[src/rtl/mem_arbiter.sv]
// Round-robin arbiter giving the fetch and load/store ports shared access to the
// single-ported Memory; one transaction every three clocks, with console input acknowledge.
module mem_arbiter #(
  parameter int DATA_W = 16,
  parameter int ADDR_W = 16,
  parameter logic [ADDR_W-1:0] IN_ADDR = 16'h0100
) (
  input  logic              Clk,
  input  logic              Rst,
  input  logic              KernelMode,
  input  logic              IfReq,
  input  logic [ADDR_W-1:0] IfAddr,
  output logic              IfGnt,
  output logic              IfValid,
  output logic [DATA_W-1:0] IfData,
  output logic              IfFault,
  input  logic              DReq,
  input  logic [ADDR_W-1:0] DAddr,
  input  logic              DWrite,
  input  logic [DATA_W-1:0] DWData,
  output logic              DGnt,
  output logic              DValid,
  output logic [DATA_W-1:0] DRData,
  output logic              DFault,
  output logic [ADDR_W-1:0] MemAddr,
  output logic [DATA_W-1:0] MemWriteData,
  output logic              MemWriteFlag,
  output logic              MemKernelFlag,
  output logic              MemInputRst,
  input  logic [DATA_W-1:0] MemReadData,
  input  logic              MemAccInv,
  input  logic              MemInputRecv
);

  typedef enum logic [1:0] {IDLE, ISSUE, CAPTURE} state_t;

  state_t state;
  logic   lastGntD;
  logic   winD;
  logic   latWrite;
  logic   pickD;

  // On a tie the port that did not win last time gets the memory.
  assign pickD = DReq & (~IfReq | ~lastGntD);

  always_ff @(posedge Clk or posedge Rst) begin
    if (Rst) begin
      state         <= IDLE;
      lastGntD      <= 1'b1;
      winD          <= 1'b0;
      latWrite      <= 1'b0;
      IfGnt         <= 1'b0;
      IfValid       <= 1'b0;
      IfData        <= '0;
      IfFault       <= 1'b0;
      DGnt          <= 1'b0;
      DValid        <= 1'b0;
      DRData        <= '0;
      DFault        <= 1'b0;
      MemAddr       <= '0;
      MemWriteData  <= '0;
      MemWriteFlag  <= 1'b0;
      MemKernelFlag <= 1'b0;
      MemInputRst   <= 1'b0;
    end else begin
      IfGnt        <= 1'b0;
      DGnt         <= 1'b0;
      IfValid      <= 1'b0;
      DValid       <= 1'b0;
      MemInputRst  <= 1'b0;
      MemWriteFlag <= 1'b0;
      case (state)
        IDLE: begin
          if (IfReq || DReq) begin
            winD          <= pickD;
            lastGntD      <= pickD;
            IfGnt         <= ~pickD;
            DGnt          <= pickD;
            MemAddr       <= pickD ? DAddr : IfAddr;
            MemWriteData  <= pickD ? DWData : MemWriteData;
            latWrite      <= pickD & DWrite;
            MemWriteFlag  <= pickD & DWrite;
            MemKernelFlag <= KernelMode;
            state         <= ISSUE;
          end
        end
        ISSUE: state <= CAPTURE;
        CAPTURE: begin
          state <= IDLE;
          // Memory answers one cycle after the address, so capture happens here.
          if (winD) begin
            DValid      <= 1'b1;
            DRData      <= MemReadData;
            DFault      <= MemAccInv;
            MemInputRst <= ~latWrite & (MemAddr == IN_ADDR) & MemInputRecv & ~MemAccInv;
          end else begin
            IfValid <= 1'b1;
            IfData  <= MemReadData;
            IfFault <= MemAccInv;
          end
        end
        default: state <= IDLE;
      endcase
    end
  end

endmodule
[config.mk]
export PLATFORM = sky130hd
export DESIGN_NAME = mem_arbiter
export DESIGN_NICKNAME = d
export VERILOG_FILES = /design/src/rtl/mem_arbiter.sv
export SDC_FILE = /design/constraint.sdc
export NUM_CORES = 1
export LEC_CHECK = 0
export CAP_MARGIN = 10
export CORE_UTILIZATION = 35
export CTS_BUF_LIST = sky130_fd_sc_hd__clkbuf_2
export DETAILED_ROUTE_END_ITERATION = 8
export GPL_TIMING_DRIVEN = 0
export HOLD_SLACK_MARGIN = 0.15
export PLACE_DENSITY = 0.85
export SLEW_MARGIN = 10
export SYNTH_ARGS = -nofsm -noshare
export SYNTH_HDL_FRONTEND = slang
export SYNTH_SLANG_ARGS = --single-unit
[constraint.sdc]
create_clock -name Clk -period 2.86 [get_ports Clk]
set_input_delay 0.858 -clock Clk [delete_from_list [all_inputs] [get_ports Clk]]
set_output_delay 0.858 -clock Clk [all_outputs]
set_load 0.1 [all_outputs]
# Word-level counts from Yosys, hierarchy flattened
# Cells that the tools add are included.
op_classes:
  n_eq_ne: 4
  mux: 15
  bitwise_logic: 12
  reduce_logical: 6
op_table:
  columns: ["cell", "count"]
  rows:
  - ["$eq 16x9->1 const B", 1]
  - ["$mux 16", 1]
  - ["$mux 1", 12]
  - ["$not 1->1", 6]
  - ["$reduce_and 2->1", 3]
  - ["$and 1x1->1", 5]
  - ["$pmux 2 s2", 1]
  - ["$reduce_and 3->1", 1]
  - ["$eq 2x1->1 const B", 1]
  - ["$eq 2x2->1 const B", 1]
  - ["$logic_not 2->1", 1]
  - ["$mux 2", 1]
  - ["$ne 2x2->1 const B", 1]
  - ["$logic_or 1x1->1", 1]
  - ["$or 1x1->1", 1]
totals:
  reg_bits: 78
  inputBits: 72
  output_inout_bits: 73
  wordCells: 54

# Depth between registers and ports, before layout
depth:
  word_depth: 6
  ltp_mapped: 6
  mapped_depth_nobuf: 4

# Least setup slack after synthesis
# No wires, ideal clock.
synth_path:
  kind: "in2reg"
  start: "input port DReq"
  end: "register MemWriteData[0]"
  setup_ns: 0.125
  t_arrival_ns: 1.908
  required_ns: 2.735
  path_slack_ns: 0.827
  path_stages: 4
  path_buffers: 1
  path_cell_list: "a21bo_2 -> nor3_4 -> buf_6 -> mux2_2"
synth_between:
  elab_chain_len: 2
  word_cells_on_any_way: 3
  cone_classes: "bitwise: 1; reduce/logical: 2"
synth_rtl:
  columns: ["element", "line", "rtl"]
  rows:
  - ["start: declaration", "17", "input logic DReq,"]
  - ["$and 1x1->1 / $logic_or 1x1->1 (equally long branches)", "44, 74", null]
  - ["$reduce_and 3->1 (no line) (*)", null, null]
  - ["end signal: assignment", "80", "MemWriteData <= pickD ? DWData : MemWriteData;"]
  - ["end: declaration", "26", "output logic [DATA_W-1:0] MemWriteData,"]
# Mark *: on every way between the ends. The rest lies on a longest branch, timed or not.
# A chain may end at the register's enable or synchronous reset.

# Worst setup path after layout
layout_path:
  start: "register MemAddr[0]"
  end: "output port MemAddr[0]"
layout_rtl:
  columns: ["element", "line", "rtl"]
  rows:
  - ["start: declaration", "25", "output logic [ADDR_W-1:0] MemAddr,"]
  - ["start signal: assignment", "79", "MemAddr <= pickD ? DAddr : IfAddr;"]
# No word-level cell between the ends.

==> reports/results.ini <==
[critical_path]
worstPathRequired_ns = 2.00
list_of_cells_traversed_by_the_critical_path = dlygate4sd2_1
endpoint_kind = primary output
rr_worst_depth = 4
worstReg2RegStart = lastGntD
crit_family = buffers and inverters
kind_of_start_point_of_the_critical_path = register
worstPathMaxFanout = 3
worst_setup_path_endpoint = MemAddr[0]
crit_cells = 1
cp.buffers_inverters = 1
critical_path.max_stage_delay_ns = 0.87
worst_setup_path_type = reg2out
r2r_setup_slack_ns = 1.10
critPathLaunch = MemAddr[0]
reg2reg_to = MemWriteData[5]
crit_arrival_ns = 1.82
critical_path.slowest_cell = sky130_fd_sc_hd__dlygate4sd2_1

[floorplanning]
die_height_um = 95.5
fp-row-count = 33
design.die.area_um2 = 9120
design.portCount = 145
core_um2 = 8340
floorplan.initialDensity_pct = 36.7
die_width_um = 95.5

[final_layout]
fin_nets = 444
fillerInstances = 739
layout-drive-gt1-share_pct = 22.0
antenna_cells_inserted = 0
synthToLayoutAreaGrowth_pct = 53.6
layoutNonFillerInstCount = 482
mostFrequentLayoutCell = sky130_fd_sc_hd__dfrtp_1
final_cell_mix = 77 x sky130_fd_sc_hd__dfrtp_1, 73 x sky130_fd_sc_hd__dlygate4sd2_1, 71 x sky130_fd_sc_hd__clkdlybuf4s50_1

[synth]
postSynthNetCount = 288
synth_warn = 0
avgSynthCellArea_um2 = 14.2
ys_types = 26
ys_ff_latch = 78
postSynthCellCount = 216
ys_seq_area_share_pct = 63.8
post_synth_instance_area_um2 = 3060

[timing]
fin_crit_ns = 2.67
setup_violations = 0
unrepaired_setup_endpoints_after_global_routing = false
clock-skew-final_ns = 0.0365
hold_slack_ns = 0.519
tightestPinTransition_ns = 0.990
hold_violations = 0
post-route-period-util_pct = 93.5
achievable-frequency_ghz = 0.374
timing.max_slew.rel_slack_pct = 34.2
totalNegativeSetupSlack_ns = 0
worst_slack_ns = 0.186
timing.final.max_slew_violations = 0

[drt]
drt_iter0_markers = 59
via_per_inst = 4.89
route.vias.total = 2358
wirelength_um = 7640
post_route_drc_violation_count = 0
average_detailed_routed_wire_length_per_instance_um = 15.8
ant_nets = 0
first_pass_iters = 4

[placed_design]
dp_hpwl_um = 5610
routabilityCongestion = 0.773
portBuffers = 144
dpl_worst_slack_ns = 0.116
post-place-cells = 466

[cts]
cts-root-to-sink-buffers = 2
cts_tree = built
clock_tree.htree_level_count = 3
worst_setup_hold_path_clk_slew_ns = 0.23
clock-sinks = 78
clock_insertion_delay_worst_skew_ns = 0.49
tritoncts.num_buffers = 9
cts.root.buffer_cell = sky130_fd_sc_hd__clkbuf_2

[global_route]
antenna_found_initial = 0
pin_count_of_the_biggest_net_entering_global_routing = 52
grt_pass1_vias = 2456
global_route_usage_over_all_layers_pct = 17.2
grt_pass1_wl_um = 11700
grt-ovfl-total = 0

[flow_run]
cap_viol_max_count = 0

[hold_path]
min_path_type = reg2reg

[outcome]
status = finished, final reports clean

-- synth_stat cells --
cell type / instances / area share (%)
sky130_fd_sc_hd__a21bo_2: 1 / 0.33
sky130_fd_sc_hd__mux2_2: 51 / 19
sky130_fd_sc_hd__inv_1: 3 / 0.37
sky130_fd_sc_hd__nor3_2: 1 / 0.33
sky130_fd_sc_hd__buf_4: 1 / 0.25
sky130_fd_sc_hd__or4b_4: 1 / 0.45
sky130_fd_sc_hd__nor3b_1: 1 / 0.25
sky130_fd_sc_hd__a21oi_1: 9 / 1.5
sky130_fd_sc_hd__nor2_2: 1 / 0.20
sky130_fd_sc_hd__dfstp_2: 1 / 0.86
sky130_fd_sc_hd__a31oi_1: 9 / 1.8
sky130_fd_sc_hd__a21o_1: 3 / 0.74
sky130_fd_sc_hd__buf_6: 2 / 0.74
sky130_fd_sc_hd__a221o_1: 7 / 2.3
sky130_fd_sc_hd__dfrtp_1: 77 / 63
sky130_fd_sc_hd__or2_2: 1 / 0.20
sky130_fd_sc_hd__clkbuf_1: 3 / 0.37
sky130_fd_sc_hd__nor4_1: 3 / 0.61
sky130_fd_sc_hd__and2b_1: 1 / 0.25
sky130_fd_sc_hd__nand3b_1: 1 / 0.25
sky130_fd_sc_hd__nor3_4: 1 / 0.53
sky130_fd_sc_hd__and3_1: 9 / 1.8
sky130_fd_sc_hd__buf_2: 6 / 0.98
sky130_fd_sc_hd__a21boi_1: 1 / 0.25
sky130_fd_sc_hd__nor4b_1: 1 / 0.29
sky130_fd_sc_hd__nand2_1: 21 / 2.6
-- layout make-up --
class | instances | area, um2 | area share [%]
plain buffers | 12 | 71.3 | 1.52
clock buffers | 10 | 50.0 | 1.07
clock inverters | 6 | 77.6 | 1.65
inverters | 3 | 13.8 | 0.293
multi-input cells | 123 | 1020 | 21.8
flip-flops and latches | 78 | 1950 | 41.6
well taps | 105 | 131 | 2.80
repair buffers | 145 | 1380 | 29.3
-- per-layer routing --
metal / part of all wire (%) / track usage, % / up-vias
met2: 49 / 27.3 / 93
met3: 7.2 / 4.55 / 16
met1: 42 / 21.7 / 1159
met4: 2.1 / 8.58 / 0
li1: - / - / 1090
met5: 0 / 0 / -
-- how the worst min path moves through the flow --
stage | from | endpoint | depth (start not counted) | slack, ns
6_report | latWrite | latWrite | 1 | 0.52
5_1_grt | MemWriteData[14] | MemWriteData[14] | 1 | 0.54
4_1_cts | latWrite | latWrite | 1 | 0.52
3_5_place_dp | latWrite | latWrite | 1 | 0.48
3_3_place_gp | latWrite | latWrite | 1 | 0.47
2_1_floorplan | latWrite | latWrite | 1 | 0.45
-- registers in the layout, indices dropped and copies added (netlist names) --
name	count
DFault	1
DGnt	1
DRData	16
DValid	1
IfData	16
IfFault	1
IfGnt	1
IfValid	1
MemAddr	16
MemInputRst	1
MemKernelFlag	1
MemWriteData	16
MemWriteFlag	1
lastGntD	1
latWrite	1
state	2
winD	1
-- metrics by stage --
step | util [%] | instance area [um2]
CTS | 56.3 | 4700
finish | 56.3 | 4700
global route | 56.3 | 4700
global placement | 55.5 | 4630
floorplan | - | 3060
detailed placement | 55.9 | 4660
-- logic make-up after synthesis --
group                  Yosys count  synth area share (%)
AOI/OAI and AO/OA               30                  6.91
buffers and inverters           15                  2.70
DFF                             78                  63.8
muxes                           51                  18.8
and+or+nand+nor                 42                  7.77
-- repair_timing --
item                       in CTS  in global routing
hold endpoints to repair        0                  0
setup endpoints to repair      73                  0
gates resized for setup        73                  0
buffers inserted                0                  0
hold buffers                    0                  0
Power is not shown: default switching activity piles up to over one toggle a cycle in this logic, so the estimate is an artifact.
